### config.mk
export PLATFORM = sky130hd
export DESIGN_NAME = ram_fifo_ctrl_8x72
export DESIGN_NICKNAME = d
export VERILOG_FILES = /design/src/rtl/ram_fifo_pkg.sv /design/src/rtl/ram_fifo_ctrl_8x72_ptr.sv /design/src/rtl/ram_fifo_ctrl_8x72.sv
export SDC_FILE = /design/constraint.sdc
export NUM_CORES = 1
export LEC_CHECK = 0
export CAP_MARGIN = 20
export CORE_MARGIN = 4
export CORE_UTILIZATION = 30
export CTS_CLUSTER_DIAMETER = 50
export DETAILED_ROUTE_END_ITERATION = 10
export GPL_TIMING_DRIVEN = 0
export MAX_ROUTING_LAYER = met4
export PLACE_DENSITY = 0.76
export RECOVER_POWER = 50
export SYNTH_ARGS = -nofsm -noshare
export SYNTH_HDL_FRONTEND = slang
export SYNTH_SLANG_ARGS = --single-unit
### constraint.sdc
create_clock -name clk -period 5.34 [get_ports clk]
set_clock_uncertainty 0.15 [all_clocks]
set_input_delay 1.068 -clock clk [delete_from_list [all_inputs] [get_ports clk]]
set_output_delay 1.068 -clock clk [all_outputs]
set_load 0.01 [all_outputs]
### src/rtl/ram_fifo_pkg.sv
// Shared constants, FSM state type and byte-parity helper for the 8x72 RAM FIFO controller.
package ram_fifo_pkg;
    localparam int DATA_W = 72;
    localparam int ADDR_W = 3;
    localparam int DEPTH  = 1 << ADDR_W;

    typedef enum logic [1:0] {OUT_EMPTY, FETCH, HOLD} state_t;

    // Bit i is the XOR of byte i, so byte plus parity bit always holds an even number of ones.
    function automatic logic [7:0] byte_parity(input logic [63:0] d);
        logic [7:0] p;
        for (int i = 0; i < 8; i++) begin
            p[i] = ^d[8*i +: 8];
        end
        return p;
    endfunction
endpackage

### src/rtl/ram_fifo_ctrl_8x72_ptr.sv
// Write/read pointers and RAM occupancy count for the 8x72 RAM FIFO controller.
module ram_fifo_ctrl_8x72_ptr #(
    parameter int ADDR_W = 3,
    parameter int DEPTH  = 8
) (
    input  logic              clk,
    input  logic              rst,
    input  logic              i_push,
    input  logic              i_rd_issue,
    output logic [ADDR_W-1:0] o_wr_ptr,
    output logic [ADDR_W-1:0] o_rd_ptr,
    output logic [ADDR_W:0]   o_count,
    output logic              o_full,
    output logic              o_count_zero
);
    import ram_fifo_pkg::*;

    localparam logic [ADDR_W:0]   FULL_C  = (ADDR_W+1)'(DEPTH);
    localparam logic [ADDR_W:0]   CNT_ONE = 1;
    localparam logic [ADDR_W-1:0] PTR_ONE = 1;

    logic [ADDR_W-1:0] r_wr_ptr;
    logic [ADDR_W-1:0] r_rd_ptr;
    logic [ADDR_W:0]   r_count;

    // Pointers wrap naturally because DEPTH is a power of two.
    always_ff @(posedge clk) begin
        if (rst) begin
            r_wr_ptr <= '0;
            r_rd_ptr <= '0;
            r_count  <= '0;
        end else begin
            if (i_push)     r_wr_ptr <= r_wr_ptr + PTR_ONE;
            if (i_rd_issue) r_rd_ptr <= r_rd_ptr + PTR_ONE;
            case ({i_push, i_rd_issue})
                2'b10:   r_count <= r_count + CNT_ONE;
                2'b01:   r_count <= r_count - CNT_ONE;
                default: r_count <= r_count;
            endcase
        end
    end

    assign o_wr_ptr     = r_wr_ptr;
    assign o_rd_ptr     = r_rd_ptr;
    assign o_count      = r_count;
    assign o_full       = (r_count == FULL_C);
    assign o_count_zero = (r_count == '0);
endmodule

### src/rtl/ram_fifo_ctrl_8x72.sv
// Valid/ready FIFO controller in front of an external single-port 8x72 DFF RAM.
// Optional per-byte parity generation/check is compiled in with RAM_FIFO_PARITY_EN.
//
// state     | meaning
// OUT_EMPTY | output register empty; read the RAM as soon as it holds a word
// FETCH     | read in flight; RAM data is captured into the output register at the edge
// HOLD      | output register valid, waiting for the consumer
module ram_fifo_ctrl_8x72 #(
    parameter int DATA_W = ram_fifo_pkg::DATA_W,
    parameter int ADDR_W = ram_fifo_pkg::ADDR_W,
    parameter int DEPTH  = ram_fifo_pkg::DEPTH
) (
    input  logic              clk,
    input  logic              rst,
    input  logic              s_valid,
    output logic              s_ready,
    input  logic [DATA_W-1:0] s_data,
    output logic              m_valid,
    input  logic              m_ready,
    output logic [DATA_W-1:0] m_data,
    output logic [ADDR_W:0]   count,
    output logic              full,
    output logic              empty,
    output logic              par_err,
    output logic              ram_wr_n,
    output logic [ADDR_W-1:0] ram_address,
    output logic [DATA_W-1:0] ram_wdata,
    input  logic [DATA_W-1:0] ram_rdata
);
    import ram_fifo_pkg::*;

    state_t            r_state;
    state_t            w_state_nxt;
    logic              r_m_valid;
    logic [DATA_W-1:0] r_m_data;
    logic [ADDR_W-1:0] w_wr_ptr;
    logic [ADDR_W-1:0] w_rd_ptr;
    logic [ADDR_W:0]   w_count;
    logic              w_full;
    logic              w_count_zero;
    logic              w_rd_issue;
    logic              w_push;
    logic [DATA_W-1:0] w_wdata;

    ram_fifo_ctrl_8x72_ptr #(.ADDR_W(ADDR_W), .DEPTH(DEPTH)) u_ptr (
        .clk          (clk),
        .rst          (rst),
        .i_push       (w_push),
        .i_rd_issue   (w_rd_issue),
        .o_wr_ptr     (w_wr_ptr),
        .o_rd_ptr     (w_rd_ptr),
        .o_count      (w_count),
        .o_full       (w_full),
        .o_count_zero (w_count_zero)
    );

    always_comb begin
        w_state_nxt = r_state;
        w_rd_issue  = 1'b0;
        if (!rst) begin
            case (r_state)
                OUT_EMPTY: begin
                    if (!w_count_zero) begin
                        w_rd_issue  = 1'b1;
                        w_state_nxt = FETCH;
                    end
                end
                FETCH: w_state_nxt = HOLD;
                HOLD: begin
                    if (m_ready) begin
                        if (!w_count_zero) begin
                            w_rd_issue  = 1'b1;
                            w_state_nxt = FETCH;
                        end else begin
                            w_state_nxt = OUT_EMPTY;
                        end
                    end
                end
                default: w_state_nxt = OUT_EMPTY;
            endcase
        end
    end

    always_ff @(posedge clk) begin
        if (rst) begin
            r_state   <= OUT_EMPTY;
            r_m_valid <= 1'b0;
            r_m_data  <= '0;
        end else begin
            r_state <= w_state_nxt;
            if (r_state == FETCH) begin
                r_m_valid <= 1'b1;
                r_m_data  <= ram_rdata;
            end else if (r_state == HOLD && m_ready) begin
                r_m_valid <= 1'b0;
            end
        end
    end

`ifdef RAM_FIFO_PARITY_EN
    logic r_par_err;

    assign w_wdata = {byte_parity(s_data[63:0]), s_data[63:0]};

    always_ff @(posedge clk) begin
        if (rst) begin
            r_par_err <= 1'b0;
        end else begin
            r_par_err <= (r_state == FETCH) &&
                         (byte_parity(ram_rdata[63:0]) != ram_rdata[71:64]);
        end
    end

    assign par_err = r_par_err;
`else
    assign w_wdata = s_data;
    assign par_err = 1'b0;
`endif

    // A read issue owns the RAM port, so producers stall for that one cycle.
    assign s_ready     = !w_full && !w_rd_issue;
    assign w_push      = s_valid && s_ready && !rst;
    assign ram_wr_n    = !w_push;
    assign ram_address = w_push ? w_wr_ptr : w_rd_ptr;
    assign ram_wdata   = w_push ? w_wdata : '0;

    assign m_valid = r_m_valid;
    assign m_data  = r_m_data;
    assign count   = w_count;
    assign full    = w_full;
    assign empty   = w_count_zero && !r_m_valid;
endmodule

=== Yosys cells after proc, flatten, opt, wreduce, memory -nomap -nowiden ===
Cells that the tools add are included.
Widths: inputs -> output; s select.

* Output and inout port bits: 157
* Register bits after elaboration: 85
* Logic and storage cells: 45

* Reductions and logical operators: 15
* Add/sub/neg operators: 4
* Equality and inequality tests: 7
* Muxes and demuxes: 13

{| class="wikitable"
|+ Operator list
! operator !! count
|-
| $mux 72 || 1
|-
| $pmux 4 s2 || 1
|-
| $add 3x1->3 const B || 2
|-
| $mux 1 || 6
|-
| $pmux 2 s3 || 1
|-
| $logic_and 1x1->1 || 5
|-
| $logic_not 1->1 || 5
|-
| $add 4x1->4 const B || 1
|-
| $eq 2x1->1 const B || 2
|-
| $eq 2x2->1 const B || 2
|-
| $eq 4x4->1 const B || 1
|-
| $logic_not 4->1 || 1
|-
| $mux 2 || 2
|-
| $ne 2x2->1 const B || 2
|-
| $reduce_bool 2->1 || 2
|-
| $sub 4x1->4 const B || 1
|-
| $mux 3 || 1
|-
| $logic_not 2->1 || 1
|-
| $pmux 1 s2 || 1
|-
| $reduce_and 2->1 || 1
|}

=== Logic depth before layout (Yosys ltp) ===
* Depth in word-level cells: 11
* Depth in mapped cells: 12
* Mapped depth without buffers: 11

=== Cells and area by module ===
A second synthesis with hierarchy kept.

* Cell total of the unflattened synthesis: 470
* Area total of the unflattened synthesis: 3718.6 um^2

{| class="wikitable"
|+ By module, submodules not included
! module !! area each (um^2) !! cells each !! times used
|-
| ram_fifo_ctrl_8x72 || 3180.6 || 416 || 1
|-
| ram_fifo_ctrl_8x72_ptr || 538.0 || 54 || 1
|}

=== Least setup slack after synthesis ===
No wires, ideal clock.

* Path type: input -> register
* Start point: in m_ready
* End point: reg u_ptr.r_count[3] (netlist: u_ptr.o_count[3])
* Path slack: 1.696 ns
* Stages on the path: 11
* Required time: 5.120 ns
* Arrival time: 3.424 ns
* Path through: nand2b_1 > a311o_1 > nor2_4 > buf_2 > inv_1 > ha_1 > ha_1 > a21oi_1 > a21oi_1 > or4_1 > a21oi_1

* Longest elaborated chain between the ends: 9
* Elaborated cells on any way between the ends: 11
* Those cells by class: 2 x eq/ne; 4 x mux; 5 x reduce/logical

{| class="wikitable"
|+ Ends and longest elaborated chain
! element !! RTL line !! source
|-
| from (decl) || ram_fifo_ctrl_8x72.sv:19 || <nowiki>input logic m_ready,</nowiki>
|-
| $mux 1 (*) || ram_fifo_ctrl_8x72.sv:70 || <nowiki>if (m_ready) begin</nowiki>
|-
| $pmux 1 s2 (*) || ram_fifo_ctrl_8x72.sv:61 || <nowiki>case (r_state)</nowiki>
|-
| $mux 1 (*) || ram_fifo_ctrl_8x72.sv:60 || <nowiki>if (!rst) begin</nowiki>
|-
| $logic_not 1->1 || ram_fifo_ctrl_8x72.sv:121 || <nowiki>assign s_ready = !w_full && !w_rd_issue;</nowiki>
|-
| $logic_and 1x1->1 || ram_fifo_ctrl_8x72.sv:121 ||
|-
| $logic_and 1x1->1 (2 in a row) || ram_fifo_ctrl_8x72.sv:122 || <nowiki>assign w_push = s_valid && s_ready && !rst;</nowiki>
|-
| $eq 2x1->1 or $eq 2x2->1 (tied branches) || ram_fifo_ctrl_8x72_ptr.sv:35 || <nowiki>case ({i_push, i_rd_issue})</nowiki>
|-
| $pmux 4 s2 or $reduce_bool 2->1 (tied branches) || - ||
|-
| to (signal assigned) || ram_fifo_ctrl_8x72_ptr.sv:36 || <nowiki>2'b10: r_count <= r_count + CNT_ONE;</nowiki>
|-
| to (signal assigned) || ram_fifo_ctrl_8x72_ptr.sv:37 || <nowiki>2'b01: r_count <= r_count - CNT_ONE;</nowiki>
|-
| to (signal assigned) || ram_fifo_ctrl_8x72_ptr.sv:38 || <nowiki>default: r_count <= r_count;</nowiki>
|-
| to (decl) || ram_fifo_ctrl_8x72_ptr.sv:24 || <nowiki>logic [ADDR_W:0] r_count;</nowiki>
|}

Every way passes the cells marked *; elsewhere a longest branch is shown, timed or not.
A chain may end at the register's enable or synchronous reset.

=== Worst setup path in the final report ===
* Start point: in rst
* End point: out ram_wdata[3]

* Longest elaborated chain between the ends: 6
* Elaborated cells on any way between the ends: 7
* Those cells by class: 2 x mux; 5 x reduce/logical

{| class="wikitable"
|+ Ends and longest elaborated chain
! element !! RTL line !! source
|-
| from (decl) || ram_fifo_ctrl_8x72.sv:14 || <nowiki>input logic rst,</nowiki>
|-
| $mux 1 || ram_fifo_ctrl_8x72.sv:60 ||
|-
| $logic_not 1->1 || ram_fifo_ctrl_8x72.sv:121 ||
|-
| $logic_and 1x1->1 || ram_fifo_ctrl_8x72.sv:121 ||
|-
| $logic_and 1x1->1 || ram_fifo_ctrl_8x72.sv:122 ||
|-
| $logic_and 1x1->1 (*) || ram_fifo_ctrl_8x72.sv:122 ||
|-
| $mux 72 (*) || ram_fifo_ctrl_8x72.sv:125 || <nowiki>assign ram_wdata = w_push ? w_wdata : '0;</nowiki>
|-
| to (decl) || ram_fifo_ctrl_8x72.sv:27 || <nowiki>output logic [DATA_W-1:0] ram_wdata,</nowiki>
|}

Marks and branches as above.

==> results.json <==
{
  "hold_ws_ps": 301,
  "netlist_area_um2": 3660,
  "track_usage_pct": 20.4,
  "fmax_mhz": 210,
  "overflow": 0,
  "tritoncts": "built",
  "grt_pass1_vias": 4242,
  "leakage_nw": 2.84,
  "async_flop_share_pct": 0,
  "hold_buffers": 0,
  "routabilityCongestion": 0.857,
  "crit_path_end_kind": "primary output",
  "drv_cap": 0,
  "hp-class": "reg2reg",
  "cts_made_buffers": 9,
  "path_buf_inv": 3,
  "crit_end": "ram_wdata[3]",
  "p_switching_w": 0.00102,
  "area_growth_pct": 95.4,
  "swShare_pct": 36.7,
  "synthCells": 475,
  "reg2reg_depth": 11,
  "grt_pass1_wl_um": 22400,
  "worstPathArrival_ps": 3530,
  "timing.setup.tns_ps": 0,
  "place_hpwl_um": 12100,
  "syn_nets": 629,
  "startpoint": "rst",
  "setup_violations": 0,
  "ios": 305,
  "grt_max_degree": 16,
  "yosysWarnings": 0,
  "cts-resized-gates": 0,
  "critical_path_required_ps": 4120,
  "hold_violations": 0,
  "via_count": 4207,
  "cts_sinks": 85,
  "worst-r2r-setup-slack_ps": 2040,
  "slew_viol_final": 0,
  "r2r_start": "u_ptr.o_count[0]$_SDFFE_PP0P_",
  "drive_above_1_share_pct": 3.27,
  "die_x_um": 118,
  "ant_nets": 0,
  "final_core_util_pct": 59.8,
  "critPathSlowestCell": "dlygate4sd3_1",
  "synth-edff-count": 0,
  "insertion_delay_ps": 330,
  "p_comb_share_pct": 47.1,
  "crit_family": "buffers and inverters",
  "port-buffer-count": 303,
  "p_clk_share_pct": 20.5,
  "seq_power_share_pct": 32.5,
  "r2r_end": "u_ptr.o_count[3]$_SDFFE_PP0P_",
  "powerDensity_nw_per_um2": 389,
  "start_kind": "input pin",
  "n_antenna_cell": 0,
  "row_count": 40,
  "finalCriticalPeriod_ps": 4750,
  "finalNetCount": 943,
  "cts-root-buf": "clkbuf_16",
  "viasPerCell": 4.47,
  "yosysUniqueCellTypes": 32,
  "drc": 0,
  "wl_per_cell_um": 15.6,
  "worst_pin_slew_ps": 590,
  "firstDrtPassIters": 5,
  "slew_headroom_pct": 60.7,
  "htree_levels": 3,
  "clk_pin_slew_ps": 60,
  "die_y_um": 118,
  "start_util_pct": 30.6,
  "cp.depth": 7,
  "core_um2": 12000,
  "cts.path.max_buffers": 2,
  "synth-seq-cells": 85,
  "synth-main-ff-cell": "dfxtp_1",
  "syn_area_per_cell_um2": 7.70,
  "grt_antenna_before_repair": 0,
  "path_max_fanout": 10,
  "finalCritPeriodShare_pct": 89.0,
  "intPower_w": 0.00176,
  "routed_wl_um": 14600,
  "ys_seq_area_share_pct": 46.5,
  "critical_path_class": "in2out",
  "drt-initial-drc-count": 187,
  "cts_setup_buffers": 0,
  "die-area_um2": 14000,
  "path_cells": "dlygate4sd3_1, nor2_1, a311o_1, nor2_4, clkbuf_1, and2_1, clkdlybuf4s50_1",
  "peakVddDrop_v": 0.000241,
  "slowest_delay_ps": 660,
  "status": "completed",
  "grt_setup_unrepaired": "no"
}
## cells in the mapped netlist (2+ instances only)
master | instances | share of area [%]
o21ai_0 | 3 | 0.41
nand3_1 | 2 | 0.27
clkbuf_1 | 23 | 2.4
or4_1 | 2 | 0.41
or3_1 | 2 | 0.34
ha_1 | 5 | 1.7
dfxtp_1 | 85 | 46
and3_1 | 3 | 0.51
xor2_1 | 4 | 0.96
nand2b_1 | 3 | 0.51
buf_4 | 5 | 1.0
nand2_1 | 146 | 15
mux2_1 | 3 | 0.92
and2_1 | 72 | 12
buf_1 | 6 | 0.62
a21oi_1 | 80 | 11
inv_1 | 6 | 0.62
nor2_1 | 11 | 1.1
## metrics by stage
step | instance area (um^2) | power [W] | worst slack [ps] | instances
2_1_floorplan | 3660 | 0.00155 | 1700 | 475
3_3_place_gp | 6880 | 0.00226 | 696 | 925
3_5_place_dp | 6880 | 0.00230 | 687 | 925
4_1_cts | 7150 | 0.00288 | 657 | 941
5_1_grt | 7150 | 0.00298 | 422 | 941
6_report | 7150 | 0.00278 | 588 | 941
## routing by layer
layer / track usage [%] / part of all wire, % / up-vias
met5: - / 0 / -
met4: 4.71 / 1.3 / 0
met3: 6.46 / 8.3 / 21
met2: 33.5 / 48 / 157
met1: 24.7 / 42 / 1885
li1: - / - / 2144
## worst reg2reg max path, cell delays in order (launching register included)
cell and delay, ps:
dfxtp_1 380, or3_1 410, a311o_1 380, nor2_4 160, buf_2 190, inv_1 80, ha_1 240, ha_1 330
a21oi_1 200, a21oi_1 100, or4_1 460, a21oi_1 150
## cells in the final DEF, fill, tap and decap left out, types with 4 or more instances in the layout
cell type,instances
clkdlybuf4s50_1,225
nand2_1,146
dfxtp_1,85
a21oi_1,80
dlygate4sd3_1,78
and2_1,72
clkbuf_1,27
nor2_1,11
clkbuf_16,9
inv_1,6
buf_4,5
ha_1,5
xor2_1,4
## logic make-up (layout without fill, tap and decap cells)
kind of cell	after synthesis	after routing	share of synthesized area, %
and+or+nand+nor	247	247	32.0
AOI/OAI and AO/OA	86	86	12.0
DFF	85	85	46.5
buffers and inverters	42	361	5.06
adders and majority gates	6	6	2.26
xor gates and xnor gates	5	5	1.20
muxes	3	3	0.923
other	1	1	0.102
## power groups by stage
stage                     clock network, W  registers, W  logic, W
after global placement                   0      0.000915   0.00135
after detailed placement                 0      0.000925   0.00138
after CTS                         0.000582      0.000912   0.00138
after floorplan                          0      0.000977  0.000569
after global routing              0.000612      0.000926   0.00144
final                             0.000570      0.000904   0.00131
## worst min-delay path by stage
stage                                    from                              to  slack, ps  cells past startpoint
6_report               m_data[5]$_SDFFE_PP0P_          m_data[5]$_SDFFE_PP0P_        300                      2
5_1_grt                m_data[6]$_SDFFE_PP0P_          m_data[6]$_SDFFE_PP0P_        320                      2
4_1_cts               m_data[26]$_SDFFE_PP0P_         m_data[26]$_SDFFE_PP0P_        310                      2
3_5_place_dp          m_data[26]$_SDFFE_PP0P_         m_data[26]$_SDFFE_PP0P_        300                      2
3_3_place_gp          m_data[70]$_SDFFE_PP0P_         m_data[70]$_SDFFE_PP0P_        290                      2
2_1_floorplan  u_ptr.o_wr_ptr[1]$_SDFFE_PP0N_  u_ptr.o_wr_ptr[1]$_SDFFE_PP0N_        300                      2
## state kept, by name (all words and copies together) (netlist names)
signal          flops
m_data             72
u_ptr.o_count       4
u_ptr.o_rd_ptr      3
u_ptr.o_wr_ptr      3
r_state             2
m_valid             1
## cell type report
cell class / count / area [um^2]
Clock inverter: 7 / 50.0
Timing Repair Buffer: 303 / 3030
Clock buffer: 9 / 225
Buffer: 36 / 163
Fill cell: 1085 / 4810
Inverter: 6 / 22.5
Tap cell: 147 / 184
Multi-Input combinational cell: 348 / 1770
Sequential cell: 85 / 1700
(Power assumes the default switching activity.)
